[src/rtl/lsu_pkg.sv]
// Shared types and encodings for the load/store unit and its AXI4 master port.
package lsu_pkg;

    // Width of the AXI ID fields carried on the master interface.
    localparam int AXI_ID_W = 4;

    // Access size encodings. The value is log2 of the access width in bytes.
    localparam logic [1:0] SIZE_BYTE  = 2'd0;
    localparam logic [1:0] SIZE_HALF  = 2'd1;
    localparam logic [1:0] SIZE_WORD  = 2'd2;
    localparam logic [1:0] SIZE_DWORD = 2'd3;

    // AXI burst type used for every access. Accesses are single-beat, so INCR is a formality.
    localparam logic [1:0] AXI_BURST_INCR = 2'b01;

    typedef enum logic {
        OP_LOAD  = 1'b0,
        OP_STORE = 1'b1
    } mem_op_t;

    typedef enum logic [1:0] {
        ERR_OK       = 2'd0,
        ERR_MISALIGN = 2'd1,
        ERR_BUSERR   = 2'd2,
        ERR_TIMEOUT  = 2'd3
    } lsu_err_t;

    typedef enum logic [2:0] {
        IDLE = 3'd0,
        AR   = 3'd1,
        R    = 3'd2,
        AWW  = 3'd3,
        B    = 3'd4,
        RESP = 3'd5
    } lsu_state_t;

    // An address is misaligned when any of its low log2(bytes) bits are set.
    function automatic logic is_misaligned(input logic [1:0] size, input logic [2:0] low);
        logic mis;
        case (size)
            SIZE_BYTE: mis = 1'b0;
            SIZE_HALF: mis = low[0];
            SIZE_WORD: mis = |low[1:0];
            default:   mis = |low;
        endcase
        return mis;
    endfunction

endpackage

[src/rtl/axi4_interface.sv]
// Single-clock AXI4 bundle. Only the fields needed by single-beat, fixed-ID traffic are carried.
interface axi4_interface #(
    parameter int ADDR_W = 32,
    parameter int DATA_W = 32
) ();
    import lsu_pkg::*;

    logic [AXI_ID_W-1:0]  awid;
    logic [ADDR_W-1:0]    awaddr;
    logic [7:0]           awlen;
    logic [2:0]           awsize;
    logic [1:0]           awburst;
    logic                 awvalid;
    logic                 awready;

    logic [DATA_W-1:0]    wdata;
    logic [DATA_W/8-1:0]  wstrb;
    logic                 wlast;
    logic                 wvalid;
    logic                 wready;

    logic [1:0]           bresp;
    logic                 bvalid;
    logic                 bready;

    logic [AXI_ID_W-1:0]  arid;
    logic [ADDR_W-1:0]    araddr;
    logic [7:0]           arlen;
    logic [2:0]           arsize;
    logic [1:0]           arburst;
    logic                 arvalid;
    logic                 arready;

    logic [DATA_W-1:0]    rdata;
    logic [1:0]           rresp;
    logic                 rvalid;
    logic                 rready;

    modport master (
        output awid, awaddr, awlen, awsize, awburst, awvalid,
        input  awready,
        output wdata, wstrb, wlast, wvalid,
        input  wready,
        input  bresp, bvalid,
        output bready,
        output arid, araddr, arlen, arsize, arburst, arvalid,
        input  arready,
        input  rdata, rresp, rvalid,
        output rready
    );

    modport slave (
        input  awid, awaddr, awlen, awsize, awburst, awvalid,
        output awready,
        input  wdata, wstrb, wlast, wvalid,
        output wready,
        output bresp, bvalid,
        input  bready,
        input  arid, araddr, arlen, arsize, arburst, arvalid,
        output arready,
        output rdata, rresp, rvalid,
        input  rready
    );

endinterface

[src/rtl/lsu_align.sv]
// Byte-lane steering between a right-aligned core view and the AXI data bus:
// store strobe/data placement and load data extraction with sign or zero extension.
module lsu_align
    import lsu_pkg::*;
#(
    parameter int  DATA_W = 32,
    localparam int LANES  = DATA_W / 8,
    localparam int OFF_W  = $clog2(LANES)
) (
    input  logic [1:0]        size,
    input  logic              is_unsigned,
    input  logic [OFF_W-1:0]  offset,
    input  logic [DATA_W-1:0] store_data,
    input  logic [DATA_W-1:0] bus_rdata,
    output logic [LANES-1:0]  bus_wstrb,
    output logic [DATA_W-1:0] bus_wdata,
    output logic [DATA_W-1:0] load_data
);

    logic [LANES-1:0]  size_mask;
    logic [DATA_W-1:0] shifted;

    // Place store bytes on their lanes and bring load bytes down to bit 0, then extend.
    always_comb begin
        size_mask = '0;
        for (int i = 0; i < LANES; i++) begin
            size_mask[i] = (i < (1 << size));
        end

        bus_wstrb = size_mask << offset;
        bus_wdata = store_data << {offset, 3'b000};
        shifted   = bus_rdata >> {offset, 3'b000};

        case (size)
            SIZE_BYTE: load_data = is_unsigned ? DATA_W'(shifted[7:0])
                                               : DATA_W'($signed(shifted[7:0]));
            SIZE_HALF: load_data = is_unsigned ? DATA_W'(shifted[15:0])
                                               : DATA_W'($signed(shifted[15:0]));
            SIZE_WORD: load_data = is_unsigned ? DATA_W'(shifted[31:0])
                                               : DATA_W'($signed(shifted[31:0]));
            default:   load_data = shifted;
        endcase
    end

endmodule

[src/rtl/lsu_axi.sv]
// Load/store unit: accepts one memory request at a time, turns it into a single-beat
// AXI4 read or write, and returns extended load data plus a status code.
module lsu_axi
    import lsu_pkg::*;
#(
    parameter int ADDR_W  = 32,
    parameter int DATA_W  = 32,
    parameter int AXI_ID  = 0,
    parameter int TIMEOUT = 255
) (
    input  logic              clk,
    input  logic              rst_n,
    input  logic              req_valid,
    output logic              req_ready,
    input  mem_op_t           req_op,
    input  logic [1:0]        req_size,
    input  logic              req_unsigned,
    input  logic [ADDR_W-1:0] req_addr,
    input  logic [DATA_W-1:0] req_wdata,
    output logic              resp_valid,
    input  logic              resp_ready,
    output logic [DATA_W-1:0] resp_rdata,
    output lsu_err_t          resp_err,
    axi4_interface.master     mem
);

    localparam int LANES = DATA_W / 8;
    localparam int OFF_W = $clog2(LANES);

    lsu_state_t        state;
    lsu_state_t        state_next;
    logic [15:0]       wait_cnt;
    logic              wait_expired;
    logic              aw_done;
    logic              w_done;

    mem_op_t           op_q;
    logic [1:0]        size_q;
    logic              unsigned_q;
    logic [ADDR_W-1:0] addr_q;
    logic [DATA_W-1:0] wdata_q;

    lsu_err_t          err_next;
    logic              load_ok;
    logic [DATA_W-1:0] load_data;

    lsu_align #(
        .DATA_W (DATA_W)
    ) u_align (
        .size        (size_q),
        .is_unsigned (unsigned_q),
        .offset      (addr_q[OFF_W-1:0]),
        .store_data  (wdata_q),
        .bus_rdata   (mem.rdata),
        .bus_wstrb   (mem.wstrb),
        .bus_wdata   (mem.wdata),
        .load_data   (load_data)
    );

    assign wait_expired = (wait_cnt == 16'(TIMEOUT - 1));

    assign mem.araddr  = addr_q;
    assign mem.arsize  = {1'b0, size_q};
    assign mem.arlen   = 8'd0;
    assign mem.arburst = AXI_BURST_INCR;
    assign mem.arid    = AXI_ID_W'(AXI_ID);
    assign mem.awaddr  = addr_q;
    assign mem.awsize  = {1'b0, size_q};
    assign mem.awlen   = 8'd0;
    assign mem.awburst = AXI_BURST_INCR;
    assign mem.awid    = AXI_ID_W'(AXI_ID);
    assign mem.wlast   = 1'b1;

    // State register; reset drops straight to IDLE so every valid/ready output falls at once.
    always_ff @(posedge clk or negedge rst_n) begin
        if (!rst_n) begin
            state <= IDLE;
        end else begin
            state <= state_next;
        end
    end

    // Next state, channel handshake outputs and the status to record on entry to RESP.
    always_comb begin
        state_next  = state;
        err_next    = ERR_OK;
        load_ok     = 1'b0;
        req_ready   = 1'b0;
        resp_valid  = 1'b0;
        mem.arvalid = 1'b0;
        mem.rready  = 1'b0;
        mem.awvalid = 1'b0;
        mem.wvalid  = 1'b0;
        mem.bready  = 1'b0;

        case (state)
            IDLE: begin
                req_ready = 1'b1;
                if (req_valid) begin
                    if (is_misaligned(req_size, req_addr[2:0])) begin
                        state_next = RESP;
                        err_next   = ERR_MISALIGN;
                    end else if (req_op == OP_LOAD) begin
                        state_next = AR;
                    end else begin
                        state_next = AWW;
                    end
                end
            end
            AR: begin
                mem.arvalid = 1'b1;
                if (mem.arready) begin
                    state_next = R;
                end else if (wait_expired) begin
                    state_next = RESP;
                    err_next   = ERR_TIMEOUT;
                end
            end
            R: begin
                mem.rready = 1'b1;
                if (mem.rvalid) begin
                    state_next = RESP;
                    if (mem.rresp != 2'b00) begin
                        err_next = ERR_BUSERR;
                    end else begin
                        load_ok = 1'b1;
                    end
                end else if (wait_expired) begin
                    state_next = RESP;
                    err_next   = ERR_TIMEOUT;
                end
            end
            AWW: begin
                mem.awvalid = !aw_done;
                mem.wvalid  = !w_done;
                if ((aw_done || mem.awready) && (w_done || mem.wready)) begin
                    state_next = B;
                end else if (wait_expired) begin
                    state_next = RESP;
                    err_next   = ERR_TIMEOUT;
                end
            end
            B: begin
                mem.bready = 1'b1;
                if (mem.bvalid) begin
                    state_next = RESP;
                    err_next   = (mem.bresp != 2'b00) ? ERR_BUSERR : ERR_OK;
                end else if (wait_expired) begin
                    state_next = RESP;
                    err_next   = ERR_TIMEOUT;
                end
            end
            RESP: begin
                resp_valid = 1'b1;
                if (resp_ready) begin
                    state_next = IDLE;
                end
            end
            default: begin
                state_next = IDLE;
            end
        endcase
    end

    // Request latch, write-channel completion flags, channel wait counter and the response registers.
    always_ff @(posedge clk or negedge rst_n) begin
        if (!rst_n) begin
            op_q       <= OP_LOAD;
            size_q     <= SIZE_BYTE;
            unsigned_q <= 1'b0;
            addr_q     <= '0;
            wdata_q    <= '0;
            aw_done    <= 1'b0;
            w_done     <= 1'b0;
            wait_cnt   <= '0;
            resp_err   <= ERR_OK;
            resp_rdata <= '0;
        end else begin
            if (state == IDLE && req_valid) begin
                op_q       <= req_op;
                size_q     <= req_size;
                unsigned_q <= req_unsigned;
                addr_q     <= req_addr;
                wdata_q    <= req_wdata;
                aw_done    <= 1'b0;
                w_done     <= 1'b0;
            end

            if (state == AWW) begin
                if (mem.awvalid && mem.awready) begin
                    aw_done <= 1'b1;
                end
                if (mem.wvalid && mem.wready) begin
                    w_done <= 1'b1;
                end
            end

            if (state_next != state) begin
                wait_cnt <= '0;
            end else if (state inside {AR, R, AWW, B}) begin
                wait_cnt <= wait_cnt + 16'd1;
            end

            if (state != RESP && state_next == RESP) begin
                resp_err   <= err_next;
                resp_rdata <= load_ok ? load_data : '0;
            end
        end
    end

endmodule

[src/flat_wrapper.sv]
// flat-port wrapper written by rule: the top's interface ports become plain ports
module lsu_axi_flat import lsu_pkg::*;
#(
    parameter int ADDR_W  = 32,
    parameter int DATA_W  = 32,
    parameter int AXI_ID  = 0,
    parameter int TIMEOUT = 255
)
  (clk, rst_n, req_valid, req_ready, req_op, req_size, req_unsigned, req_addr, req_wdata, resp_valid, resp_ready, resp_rdata, resp_err, mem_awid, mem_awaddr, mem_awlen, mem_awsize, mem_awburst, mem_awvalid, mem_awready, mem_wdata, mem_wstrb, mem_wlast, mem_wvalid, mem_wready, mem_bresp, mem_bvalid, mem_bready, mem_arid, mem_araddr, mem_arlen, mem_arsize, mem_arburst, mem_arvalid, mem_arready, mem_rdata, mem_rresp, mem_rvalid, mem_rready);
  axi4_interface #(.ADDR_W(ADDR_W), .DATA_W(DATA_W)) mem_i ();
  input  logic clk;
  input  logic rst_n;
  input  logic req_valid;
  output logic req_ready;
  input  mem_op_t req_op;
  input  logic [1:0] req_size;
  input  logic req_unsigned;
  input  logic [ADDR_W-1:0] req_addr;
  input  logic [DATA_W-1:0] req_wdata;
  output logic resp_valid;
  input  logic resp_ready;
  output logic [DATA_W-1:0] resp_rdata;
  output lsu_err_t resp_err;
  output wire logic [$bits(mem_i.awid)-1:0] mem_awid;
  output wire logic [$bits(mem_i.awaddr)-1:0] mem_awaddr;
  output wire logic [$bits(mem_i.awlen)-1:0] mem_awlen;
  output wire logic [$bits(mem_i.awsize)-1:0] mem_awsize;
  output wire logic [$bits(mem_i.awburst)-1:0] mem_awburst;
  output wire logic [$bits(mem_i.awvalid)-1:0] mem_awvalid;
  input wire logic [$bits(mem_i.awready)-1:0] mem_awready;
  output wire logic [$bits(mem_i.wdata)-1:0] mem_wdata;
  output wire logic [$bits(mem_i.wstrb)-1:0] mem_wstrb;
  output wire logic [$bits(mem_i.wlast)-1:0] mem_wlast;
  output wire logic [$bits(mem_i.wvalid)-1:0] mem_wvalid;
  input wire logic [$bits(mem_i.wready)-1:0] mem_wready;
  input wire logic [$bits(mem_i.bresp)-1:0] mem_bresp;
  input wire logic [$bits(mem_i.bvalid)-1:0] mem_bvalid;
  output wire logic [$bits(mem_i.bready)-1:0] mem_bready;
  output wire logic [$bits(mem_i.arid)-1:0] mem_arid;
  output wire logic [$bits(mem_i.araddr)-1:0] mem_araddr;
  output wire logic [$bits(mem_i.arlen)-1:0] mem_arlen;
  output wire logic [$bits(mem_i.arsize)-1:0] mem_arsize;
  output wire logic [$bits(mem_i.arburst)-1:0] mem_arburst;
  output wire logic [$bits(mem_i.arvalid)-1:0] mem_arvalid;
  input wire logic [$bits(mem_i.arready)-1:0] mem_arready;
  input wire logic [$bits(mem_i.rdata)-1:0] mem_rdata;
  input wire logic [$bits(mem_i.rresp)-1:0] mem_rresp;
  input wire logic [$bits(mem_i.rvalid)-1:0] mem_rvalid;
  output wire logic [$bits(mem_i.rready)-1:0] mem_rready;
  assign mem_awid = mem_i.awid;
  assign mem_awaddr = mem_i.awaddr;
  assign mem_awlen = mem_i.awlen;
  assign mem_awsize = mem_i.awsize;
  assign mem_awburst = mem_i.awburst;
  assign mem_awvalid = mem_i.awvalid;
  assign mem_i.awready = mem_awready;
  assign mem_wdata = mem_i.wdata;
  assign mem_wstrb = mem_i.wstrb;
  assign mem_wlast = mem_i.wlast;
  assign mem_wvalid = mem_i.wvalid;
  assign mem_i.wready = mem_wready;
  assign mem_i.bresp = mem_bresp;
  assign mem_i.bvalid = mem_bvalid;
  assign mem_bready = mem_i.bready;
  assign mem_arid = mem_i.arid;
  assign mem_araddr = mem_i.araddr;
  assign mem_arlen = mem_i.arlen;
  assign mem_arsize = mem_i.arsize;
  assign mem_arburst = mem_i.arburst;
  assign mem_arvalid = mem_i.arvalid;
  assign mem_i.arready = mem_arready;
  assign mem_i.rdata = mem_rdata;
  assign mem_i.rresp = mem_rresp;
  assign mem_i.rvalid = mem_rvalid;
  assign mem_rready = mem_i.rready;
  lsu_axi #(.ADDR_W(ADDR_W), .DATA_W(DATA_W), .AXI_ID(AXI_ID), .TIMEOUT(TIMEOUT)) u_core (.clk(clk), .rst_n(rst_n), .req_valid(req_valid), .req_ready(req_ready), .req_op(req_op), .req_size(req_size), .req_unsigned(req_unsigned), .req_addr(req_addr), .req_wdata(req_wdata), .resp_valid(resp_valid), .resp_ready(resp_ready), .resp_rdata(resp_rdata), .resp_err(resp_err), .mem(mem_i));
endmodule
[config.mk]
export PLATFORM = sky130hd
export DESIGN_NAME = lsu_axi_flat
export DESIGN_NICKNAME = d
export VERILOG_FILES = /design/src/rtl/lsu_pkg.sv /design/src/rtl/axi4_interface.sv /design/src/rtl/lsu_align.sv /design/src/rtl/lsu_axi.sv /design/src/flat_wrapper.sv
export SDC_FILE = /design/constraint.sdc
export NUM_CORES = 1
export LEC_CHECK = 0
export BUFFER_PORTS_ARGS = -buffer_cell sky130_fd_sc_hd__buf_2
export CAP_MARGIN = 20
export CORE_ASPECT_RATIO = 2
export CORE_MARGIN = 8
export CORE_UTILIZATION = 30
export CTS_BUF_LIST = sky130_fd_sc_hd__clkbuf_8
export CTS_CLUSTER_SIZE = 12
export DETAILED_ROUTE_END_ITERATION = 6
export PLACE_DENSITY = 0.56
export SYNTH_ARGS = -nofsm -noshare
export SYNTH_HDL_FRONTEND = slang
export SYNTH_HIERARCHICAL = 1
export SYNTH_SLANG_ARGS = --single-unit
[constraint.sdc]
create_clock -name clk -period 1.95 [get_ports clk]
set_input_delay 0.195 -clock clk [delete_from_list [all_inputs] [get_ports clk]]
set_output_delay 0.195 -clock clk [all_outputs]
set_load 0.05 [all_outputs]
# == After elaboration in Yosys (flattened, before gate mapping) ==
# Cells that the tools add are included.
# word_totals
regBits,122
latch_bits,0
mem_bits_rw,0
mem_bits_ro,0
in_bits,113
output_inout_bits,176
word_cells,94
n_memories,0
# op_classes
add_sub_neg,1
mul,0
n_div,0
magnitude_cmp,4
eq_ne,12
n_shift,4
muxes,45
bitwise_logic,0
reduce_logical,18
# op_table
op,count
2-to-1 mux 32 bit,3
< comparator 3 x 32 -> 1 bit (first input constant),2
case mux 32 bit (2 select lines),1
< comparator 1 x 32 -> 1 bit (first input constant),1
< comparator 2 x 32 -> 1 bit (first input constant),1
2-to-1 mux 16 bit,2
<< shifter 1 x 2 -> 32 bit (first input constant),1
<< shifter 32 x 5 -> 32 bit,1
right shift 32 x 5 -> 32 bit,1
2-to-1 mux 3 bit,8
2-to-1 mux 1 bit,19
2-to-1 mux 2 bit,9
case mux 3 bit (6 select lines),1
adder 16 x 1 -> 16 bit (second input constant),1
== test 16 x 8 -> 1 bit (second input constant),1
case mux 2 bit (5 select lines),1
== test 3 bit (second input constant),3
== test 3 x 2 -> 1 bit (second input constant),2
nonzero test 2 bit,3
logical AND 1 bit,5
== test 2 x 1 -> 1 bit (second input constant),2
zero test 2 bit,2
nonzero test 4 bit,1
<< shifter 4 x 2 -> 4 bit,1
10 further kinds,12

# == Logic depth before layout (Yosys ltp) ==
# Gate-level depths: netlist (run 1).
# depth
depth_word,9
depth_mapped,9
ltp_nobuf,8

# == Cells and area by module ==
# Netlist (run 1), hierarchy kept.
# by_module_without_submodules
mod,instances,cells_per_inst,area_each_um2,seq_area_each_um2
lsu_axi,1,443,5527.8,3052.9
lsu_align,1,196,1252.5,0.0

# == Worst setup path after synthesis (run 1) ==
# OpenSTA, ideal clock, no wires.
# synth_path
kind,reg-to-output
start,register u_core.addr_q[0] (netlist: u_core/mem.araddr[0])
end,output port mem_wdata[0]
arrival_time_ps,2445
setup_slack_ps,-690
stages_incl_launch_ff,6
cell_sequence,dfrtp_1 buf_6 buf_4 buf_6 nor2_1 and2_1
# synth_between
elab_chain_len,1
# synth_lines
item,line,text
start: declaration,lsu_axi.sv:40,logic [ADDR_W-1:0] addr_q;
start signal: assignment,lsu_axi.sv:183,addr_q <= req_addr;
<< shifter 32 x 5 -> 32 bit,lsu_align.sv:31,"bus_wdata = store_data << {offset, 3'b000};"
end: declaration,flat_wrapper.sv:31,output wire logic [$bits(mem_i.wdata)-1:0] mem_wdata;
# Every way passes these cells.

# == Final worst setup path (run 1) ==
# layout_path
start,register u_core.state[1]
end,register u_core.wait_cnt[6]
# layout_between
elab_chain_len,5
elab_cells_between_ends,18
# layout_lines
item,line,text
start: declaration,lsu_axi.sv:30,lsu_state_t state;
start signal: assignment,lsu_axi.sv:79,state <= state_next;
2-to-1 mux 3 bit,n/a,
"2-to-1 mux 3 bit, on equally long branches",n/a,
case mux 3 bit (6 select lines),lsu_axi.sv:96,case (state)
!= test 3 bit,lsu_axi.sv:198,if (state_next != state) begin
2-to-1 mux 16 bit or nonzero test 2 bit (tied branches),n/a,
end signal: assignment,lsu_axi.sv:201,wait_cnt <= wait_cnt + 16'd1;
end: declaration,lsu_axi.sv:32,logic [15:0] wait_cnt;
# Parallel ways exist; a longest one is shown, timed or not.
# A chain may end at the register's enable or synchronous reset.

==> results of run 1 <==
## area by class of cell
cell class | count | share of cell area, %
Antenna cell | 7 | 0.1631
Inverter | 9 | 0.4310
Tap cell | 280 | 3.262
Sequential cell | 122 | 28.49
Clock inverter | 14 | 1.048
Multi-Input combinational cell | 436 | 33.89
Timing Repair Buffer | 419 | 30.41
Clock buffer | 18 | 2.307
## synthesized netlist by cell type (2+ instances only)
library cell    n
xnor2_1         7
and4_1          2
a211o_1         2
ha_1            2
a22o_1         32
o211ai_2        2
buf_4          70
nor2_1         57
nand2b_1        5
nand3_1         5
or2_2           2
xor2_1          6
buf_6           4
dfrtp_1       122
a21oi_1        20
o22ai_1         2
nor4b_1         2
nor3b_1         2
mux2i_1        38
buf_2          16
nand3b_1        3
nor3_1          7
a211oi_1       23
nand2_1        36
o21ai_0        23
mux2_2         67
or3_1           3
o21ai_2         2
clkbuf_1       12
conb_1          2
nand4_1         4
and3_1          2
nor2b_1        18
and2_1          9
inv_1           8
## critical path: cells and delay by family, from the launching register on
| kind | cells | cell delay (ps) |
|---|---|---|
| DFF | 1 | 460 |
| and+or+nand+nor | 4 | 720 |
| buffers and inverters | 2 | 360 |
| AOI/OAI and AO/OA | 2 | 500 |
## kinds of logic after synthesis
kind of cell / Yosys count / share of synthesized area, %
buffers and inverters: 112 / 10.83
other: 2 / 0.1108
and+or+nand+nor: 164 / 12.20
muxes: 106 / 16.94
xor gates and xnor gates: 13 / 1.679
DFF: 122 / 45.03
AOI/OAI and AO/OA: 118 / 12.84
adders and majority gates: 2 / 0.3690
## cells in the final DEF, fill, tap and decap left out, types with 31 or more instances in the layout
master	n
nor2_1	37
dlygate4sd3_1	67
nand2_1	34
dfrtp_1	118
conb_1	31
buf_4	67
buf_2	216
a22o_1	32
buf_6	40
mux2_2	66
## flip-flops by register name, indices dropped and copies added (netlist names)
name	flops
u_core/resp_rdata	32
u_core/resp_err	2
u_core/size_q	2
u_core/unsigned_q	1
u_core/wait_cnt	16
u_core/wdata_q	32
u_core/state	3
u_core/aw_done	1
u_core/mem.araddr	32
u_core/w_done	1
## per-stage QoR
step,worst slack [ps],std cells
floorplan,-114.8,668
detailed placement,-135.7,1166
CTS,-105.3,1284
global route,-216.2,1300
global placement,-72.40,1166
finish,-153.2,1305
## path summary, 6_finish.rpt
| kind | start | endpoint | slack, ps | cells after the start |
|---|---|---|---|---|
| min in group asynchronous | rst_n | u_core/mem.araddr[10] | 170 | 2 |
| worst min-delay path | mem_wready | u_core/w_done | 40 | 3 |
| worst max-delay path | u_core/state[1] | u_core/wait_cnt[6] | -150 | 8 |
| worst max register to register | u_core/state[1] | u_core/wait_cnt[6] | -150 | 8 |
| worst min register to register | u_core/wdata_q[28] | u_core/wdata_q[28] | 510 | 1 |
| max in group asynchronous | rst_n | u_core/state[1] | 950 | 3 |
## layer usage
| metal | GRT usage [%] | vias to the layer above | wire, um |
|---|---|---|---|
| li1 | - | 2917 | - |
| met1 | 19.52 | 3023 | 9605 |
| met5 | 0 | - | 10 |
| met4 | 4.983 | 2 | 395 |
| met3 | 5.863 | 29 | 2369 |
| met2 | 27.79 | 254 | 12060 |
## what timing repair did
item / 4_1_cts / 5_1_grt
setup buffers: 15 / 13
pin swaps: 13 / 24
hold buffers: 67 / 0
resized for setup: 119 / 81
cloned: 4 / 4
hold endpoints to repair: 150 / 0
setup endpoints to repair: 138 / 142
==> run metrics, run 1 <==
top cells by area, synth dfrtp_1 45%, mux2_2 11%, buf_4 7.8%; register area 3060 um2; gr usage total 16.69%; drt pass-1 iters 5; clock sink count 122; dominant cell type by area after synthesis dfrtp_1; Clock Skew 15.07 ps; final WL 24440 um; crit path DAT 2470 ps; vias in the first global route 6595; num ports 289; PortBufs 257; Routed Antenna Nets 0; final weighted congestion in routability-driven placement 0.8062; Ys Warns 6; Worst Path Max Fanout 6; first-pass GRT wire length 36880 um; Hold WS 39.73 ps; Clock Path Buffers 2; initial antenna violation count 5; sum of negative setup slack -5894 ps; Avg Synthesized Cell Area 10.61 um2; Starting Density 30.21%; Finished Cell Area 10740 um2; endpoints failing setup 76; final worst setup slack -153.2 ps; biggest cell delay along the critical path 460 ps; Async S/R FF share, synth 100.0%; Yosys reg bits 122; fin util 47.85%; post-synthesis cell type count 57; Max-Cap Viols 0; Rows 78; core area 22450 um2; # H-tree levels 4; Hold Path Class input port to register; CTS tree yes; run status finished with violations; required time worst endpoint 2320 ps; worst skew pair latency 440 ps; Via density 4.770; most used cell, CP buf_4; DRC 0; # fillers 2049; fin. max-slew vios 0; wire per inst 18.73 um; most used flip-flop cell after synthesis dfrtp_1; Die Y-Extent 228.6 um; fin crit share 107.9%; Seq/Total Area, Yosys 45.03%; Layout area overhead 58.41%; routed vias 6225; clock root cell clkbuf_8; largest net degree at the start of global routing 54; CTS buffer count 17; die area 27960 um2; Hold Vio Cnt, Final 0; WS Path Type register to register; Post-Synthesis Cells 639; crit end category register; Max transition margin 63.52%; FMAX 475.5 MHz; share of layout cells above drive strength 1 55.60%; Die W 122.3 um; Tmin final 2103 ps; Post-synth EDFFs 0; clock-pin slew on the worst setup and hold paths 80 ps; Post-DP Area 8617 um2; RSZ-0062 raised after global routing yes; worst-margin pin slew 547.2 ps; Final #Nets 1120; startpoint types register; proportion of netlist area held by the largest area contributor 45.03%; failing checks negative setup slack; post-DP HPWL 16940 um; DR iter-0 viols 291; mapped cell area 6780 um2; grt total ovfl 0; multi-input combinational cell area 3640 um2; CP Cell Sequence buf_4, nand3b_1, o21ai_2, or3_4, o41ai_4, buf_4, nand2b_4, nor2_1; slowest CP cell dfrtp_2
Power of run 1 is not shown: default switching activity piles up to over one toggle a cycle in this logic, so the estimate is an artifact.
==> inputs of run 2 (changes only) <==
--- a/config.mk
+++ b/config.mk
@@ -5,12 +5,12 @@
 export SDC_FILE = /design/constraint.sdc
 export NUM_CORES = 1
 export LEC_CHECK = 0
-export BUFFER_PORTS_ARGS = -buffer_cell sky130_fd_sc_hd__buf_2
+export BUFFER_PORTS_ARGS = -buffer_cell sky130_fd_sc_hd__buf_4
 export CAP_MARGIN = 20
 export CORE_ASPECT_RATIO = 2
 export CORE_MARGIN = 8
 export CORE_UTILIZATION = 30
-export CTS_BUF_LIST = sky130_fd_sc_hd__clkbuf_8
+export CTS_BUF_LIST = sky130_fd_sc_hd__clkbuf_4 sky130_fd_sc_hd__clkbuf_8 sky130_fd_sc_hd__clkbuf_16
 export CTS_CLUSTER_SIZE = 12
 export DETAILED_ROUTE_END_ITERATION = 6
 export PLACE_DENSITY = 0.56
==> run 2 against run 1 <==
The run still ends with negative setup slack left; core utilization increased by 2.0 points; via count decreased by 1.2%; cell area increased by 4.2%; clock skew decreased by 7.1 ps; fmax increased by 2.0%; non-clock buffer count decreased by 15; worst hold slack got worse by 10 ps; worst setup slack improved by 40 ps; critical path type unchanged; critical endpoint is now u_core/wait_cnt[1]; highest routed layer is now met4.
==> run metrics, run 2 (same netlist as run 1, synthesis figures left out) <==
run status finished with violations; failing checks negative setup slack; Hold Vio Cnt, Final 0 (unchanged); CP Cell Sequence buf_6, or2_2, o221a_4, and3_1, a221o_1, nand2b_4, a211oi_2; num ports 289 (unchanged); wire per inst 19.24 um (+2.7%); drt pass-1 iters 4 (-1); Final #Nets 1105 (-1.3%); Finished Cell Area 11190 um2 (+4.2%); die area 27960 um2 (unchanged); ant diodes 0 (-7); Die W 122.3 um (unchanged); clock sink count 122 (unchanged); worst skew pair latency 430 ps (about the same); slowest CP cell dfrtp_1; final worst setup slack -112.9 ps (+40.27 ps); Tmin final 2063 ps (-40.27 ps); Post-DP Area 9150 um2 (+6.2%); Max transition margin 65.98% (+2.5 points); most frequent cells in the layout 285 x buf_4, 119 x dfrtp_1, 67 x mux2_2; endpoints failing setup 47 (-38%); worst-margin pin slew 496.1 ps (-51.11 ps); Routed Antenna Nets 0 (unchanged); Worst Path Max Fanout 10 (+4); Starting Density 30.21% (unchanged); Die Y-Extent 228.6 um (unchanged); routed vias 6150 (-1.2%); first-pass GRT wire length 37740 um (+2.3%); sum of negative setup slack -2768 ps (+3125 ps); CP Buf/Inv Count 1 (-1); clock root cell clkbuf_16; final WL 24690 um (+1.0%); PortBufs 257 (unchanged); Layout area overhead 65.01%; Hold Path Class input port to register; vias in the first global route 6658 (+0.96%); DRC 0 (unchanged); post-DP HPWL 17280 um (+2.0%); clock-pin slew on the worst setup and hold paths 60 ps (-20 ps); final weighted congestion in routability-driven placement 0.7986 (-0.94%); grt total ovfl 0 (unchanged); gr usage total 17.24% (+0.55 points); cell family with most CP delay compound AO/OA/AOI/OAI gates; Max-Cap Viols 0 (unchanged); Hold WS 29.59 ps (-10.14 ps); core area 22450 um2 (unchanged); share of layout cells above drive strength 1 54.14% (-1.5 points); # H-tree levels 4 (unchanged); commonest non-fill, non-tap cell in the layout buf_4; initial antenna violation count 0 (-5); crit end category register; fin. max-slew vios 0 (unchanged); fin crit share 105.8% (-2.1 points); # fillers 2012 (-1.8%); crit path DAT 2410 ps (-60 ps); CTS tree yes; Post-Layout Cell Count 1283 (-1.7%); reg2reg setup slack -110 ps (+40 ps); CTS buffer count 17 (unchanged); startpoint types register; RSZ-0062 raised after global routing yes; largest net degree at the start of global routing 65 (+20%); FMAX 484.7 MHz (+2.0%); WS Path Type register to register; Rows 78 (unchanged); DR iter-0 viols 213 (-27%); Via density 4.793 (+0.49%); biggest cell delay along the critical path 420 ps (-40 ps); Clock Path Buffers 2 (unchanged); required time worst endpoint 2290 ps (-30 ps); Clock Skew 7.973 ps (-7.101 ps); DP Cell Count 1160 (-0.51%)
[run 2: worst register-to-register path: stages (launching register included)]
cell	delay (ps)
dfrtp_1	420
buf_6	160
or2_2	280
o221a_4	250
and3_1	170
a221o_1	330
nand2b_4	210
a211oi_2	160
[run 2: final timing paths]
| path | from | cells after the start | endpoint |
|---|---|---|---|
| min reg2reg | u_core/wdata_q[31] | 1 | u_core/wdata_q[31] |
| max | u_core/state[0] | 7 | u_core/wait_cnt[1] |
| max in group asynchronous | rst_n | 3 | u_core/state[1] |
| max reg2reg | u_core/state[0] | 7 | u_core/wait_cnt[1] |
| min in group asynchronous | rst_n | 2 | u_core/mem.araddr[10] |
| min | req_size[0] | 2 | u_core/size_q[0] |
[run 2: timing repair]
action                                 CTS  global route
cloned                                   8             2
endpoints found under the hold margin   86             0
resized for setup                       85            49
setup buffers                           12             8
setup endpoints to repair               85           150
pin swaps                               42             6
hold buffers                            64             0
[run 2: cell type report]
cell class / instances / area, um2 / share of cell area [%]
Multi-Input combinational cell: 436 / 3592 / 32.11
Sequential cell: 122 / 3059 / 27.34
Tap cell: 280 / 350.3 / 3.131
Timing Repair Buffer: 404 / 3570 / 31.91
Clock inverter: 15 / 142.6 / 1.275
Clock buffer: 17 / 425.4 / 3.802
Inverter: 9 / 48.80 / 0.4361
[run 2: stage by stage]
stage	util (%)	setup WS (ps)
after global placement	40.76	-104.8
after global routing	49.84	-202.4
final	49.84	-112.9
after floorplan	-	-114.8
after detailed placement	40.76	-158.0
after CTS	48.84	-85.35
[run 2: routing by layer]
layer,vias to the layer above,share of wire [%],routed length (um),track usage (%)
met5,-,0,0,0
met4,0,2.0,488,6.171
met3,33,10,2471,7.348
met2,273,48,11870,28.01
met1,2964,40,9857,19.57
li1,2880,-,-,-
Power of run 2 is left out for the same reason.
==> inputs of run 3 (changes only) <==
--- a/config.mk
+++ b/config.mk
@@ -6,14 +6,14 @@
 export NUM_CORES = 1
 export LEC_CHECK = 0
 export BUFFER_PORTS_ARGS = -buffer_cell sky130_fd_sc_hd__buf_4
-export CAP_MARGIN = 20
 export CORE_ASPECT_RATIO = 2
 export CORE_MARGIN = 8
 export CORE_UTILIZATION = 30
 export CTS_BUF_LIST = sky130_fd_sc_hd__clkbuf_4 sky130_fd_sc_hd__clkbuf_8 sky130_fd_sc_hd__clkbuf_16
 export CTS_CLUSTER_SIZE = 12
 export DETAILED_ROUTE_END_ITERATION = 6
-export PLACE_DENSITY = 0.56
+export PLACE_DENSITY = 0.54
+export SKIP_CTS_REPAIR_TIMING = 1
 export SYNTH_ARGS = -nofsm -noshare
 export SYNTH_HDL_FRONTEND = slang
 export SYNTH_HIERARCHICAL = 1
==> constraint.sdc (replaced) <==
create_clock -name clk -period 2.63 [get_ports clk]
set_input_delay 0.263 -clock clk [delete_from_list [all_inputs] [get_ports clk]]
set_output_delay 0.263 -clock clk [all_outputs]
set_load 0.05 [all_outputs]
==> run 3 against run 2 <==
The run now ends clean; global-route usage is 1.5 points lower; worst setup slack better by 310 ps; wire length is 9.3% lower; cell area is 16% lower; critical path type is now register to output port; highest routed layer unchanged.
==> run metrics, run 3 (same netlist as run 1, synthesis figures left out) <==
Clock Path Buffers 2 (unchanged); Hold Vio Cnt, Final 0 (unchanged); Die W 122.3 um (unchanged); endpoints failing setup 0 (-100%); r2r endpoint u_core/wait_cnt[4]; gr usage total 15.73% (-1.5 points); worst-margin pin slew 658.7 ps (+162.5 ps); fin crit share 92.44%; WS Path Type register to output port; global-route met3 utilization 6.705% (-0.64 points); core area 22450 um2 (unchanged); Clock Skew 10.88 ps (+2.903 ps); FMAX 411.3 MHz; # H-tree levels 4 (unchanged); Die Y-Extent 228.6 um (unchanged); fin util 41.71% (-8.1 points); Routed Antenna Nets 0 (unchanged); post-DP HPWL 16790 um (-2.8%); share of layout cells above drive strength 1 45.60% (-8.5 points); final weighted congestion in routability-driven placement 0.8080 (+1.2%); run status finished clean; met2 global-route usage 24.49% (-3.5 points); clock-pin slew on the worst setup and hold paths 60 ps (about the same); num ports 289 (unchanged); largest net degree at the start of global routing 70 (+7.7%); WHS Endpoint u_core/wdata_q[23]; Max transition margin 56.09% (-9.9 points); Final #Nets 977 (-12%); PortBufs 257 (unchanged); Hold Path Class input port to register; Rows 78 (unchanged); most frequent cells in the layout 273 x buf_4, 119 x dfrtp_1, 67 x mux2_2; final WL 22400 um (-9.3%); wire per inst 19.40 um (+0.79%); Via density 4.894 (+2.1%); Hold Path Origin req_wdata[23]; first-pass GRT wire length 34310 um (-9.1%); grt total ovfl 0 (unchanged); Max-Cap Viols 0 (unchanged); Starting Density 30.21% (unchanged); Worst R2R Start u_core/state[2]; required time worst endpoint 2370 ps (+80 ps); fin. max-slew vios 0 (unchanged); Layout area overhead 38.09%; routed vias 5652 (-8.1%); most used routing layer met2; die area 27960 um2 (unchanged); worst skew pair latency 420 ps (about the same); Tmin final 2431 ps; hold path depth 2 (unchanged); DRC 0 (unchanged); clock root cell clkbuf_16; commonest non-fill, non-tap cell in the layout buf_4; reg2reg path depth 7 (unchanged); CTS buffer count 17 (unchanged); clock sink count 122 (unchanged); CTS tree yes; sum of negative setup slack 0 ps (+2768 ps); startpoint types register; crit path DAT 2170 ps (-240 ps); DR iter-0 viols 227 (+6.6%); grt met1 use 19.30% (-0.27 points); Hold WS 74.42 ps (+44.83 ps); initial antenna violation count 0 (unchanged); crit end category output port; drt pass-1 iters 4 (unchanged); vias in the first global route 5948 (-11%); reg2reg setup slack 290 ps (+400 ps); RSZ-0062 raised after global routing no; ant diodes 0 (unchanged); Worst Path Max Fanout 24 (+14)
==> run 3: cell types whose count changed in the layout (fill, tap and decap cells not counted), sizes merged <==
cell         before  now
dlygate4sd3      64    1
buf             338  277
bufinv            1    5
inv              12    8
clkbuf           18   21
clkinv            7    5
clkinvlp          4    2
bufbuf            1    0
nand2b            7    6
nor2             58   57
==> run 3: per-stage QoR <==
stage          instances  cell area, um2  worst slack [ps]
6_report            1155            9363             198.8
5_1_grt             1155            9363             74.35
2_1_floorplan        668            6892             183.2
4_1_cts             1154            9351             138.3
3_3_place_gp        1122            8691             333.5
3_5_place_dp        1122            8691             225.3
==> run 3: how the worst max path moves through the flow <==
stage / startpoint / endpoint / slack (ps) / cells after the start
2_1_floorplan: u_core/mem.araddr[0] / mem_wdata[24] / 180 / 6
5_1_grt: u_core/state[2] / u_core/wait_cnt[4] / 70 / 7
6_report: u_core/mem.araddr[0] / mem_wdata[28] / 200 / 4
3_5_place_dp: u_core/state[1] / u_core/wait_cnt[4] / 230 / 7
4_1_cts: u_core/mem.araddr[0] / mem_wdata[28] / 140 / 4
3_3_place_gp: u_core/state[1] / u_core/wait_cnt[6] / 330 / 7
==> run 3: layout make-up <==
cell class                 count  area, um2
sequential                   122       3059
multi-input combinational    434       3118
fill                        2256      13080
clock inverter                11      192.7
inverter                       9      35.03
clock buffer                  21      467.9
tap                          280      350.3
timing repair buffer         278       2140
==> run 3: worst max-delay path: stages (launching register included) <==
cell and delay (ps):
dfrtp_4 630, buf_4 410, mux2i_1 380, a21oi_1 120
buf_4 200
==> run 3: routing by layer <==
metal  wire (um)  share of wire, %
met1        9446                42
met2       10110                45
met3        2626                12
met4         221              0.99
met5           0                 0
Power of run 3 is left out for the same reason.
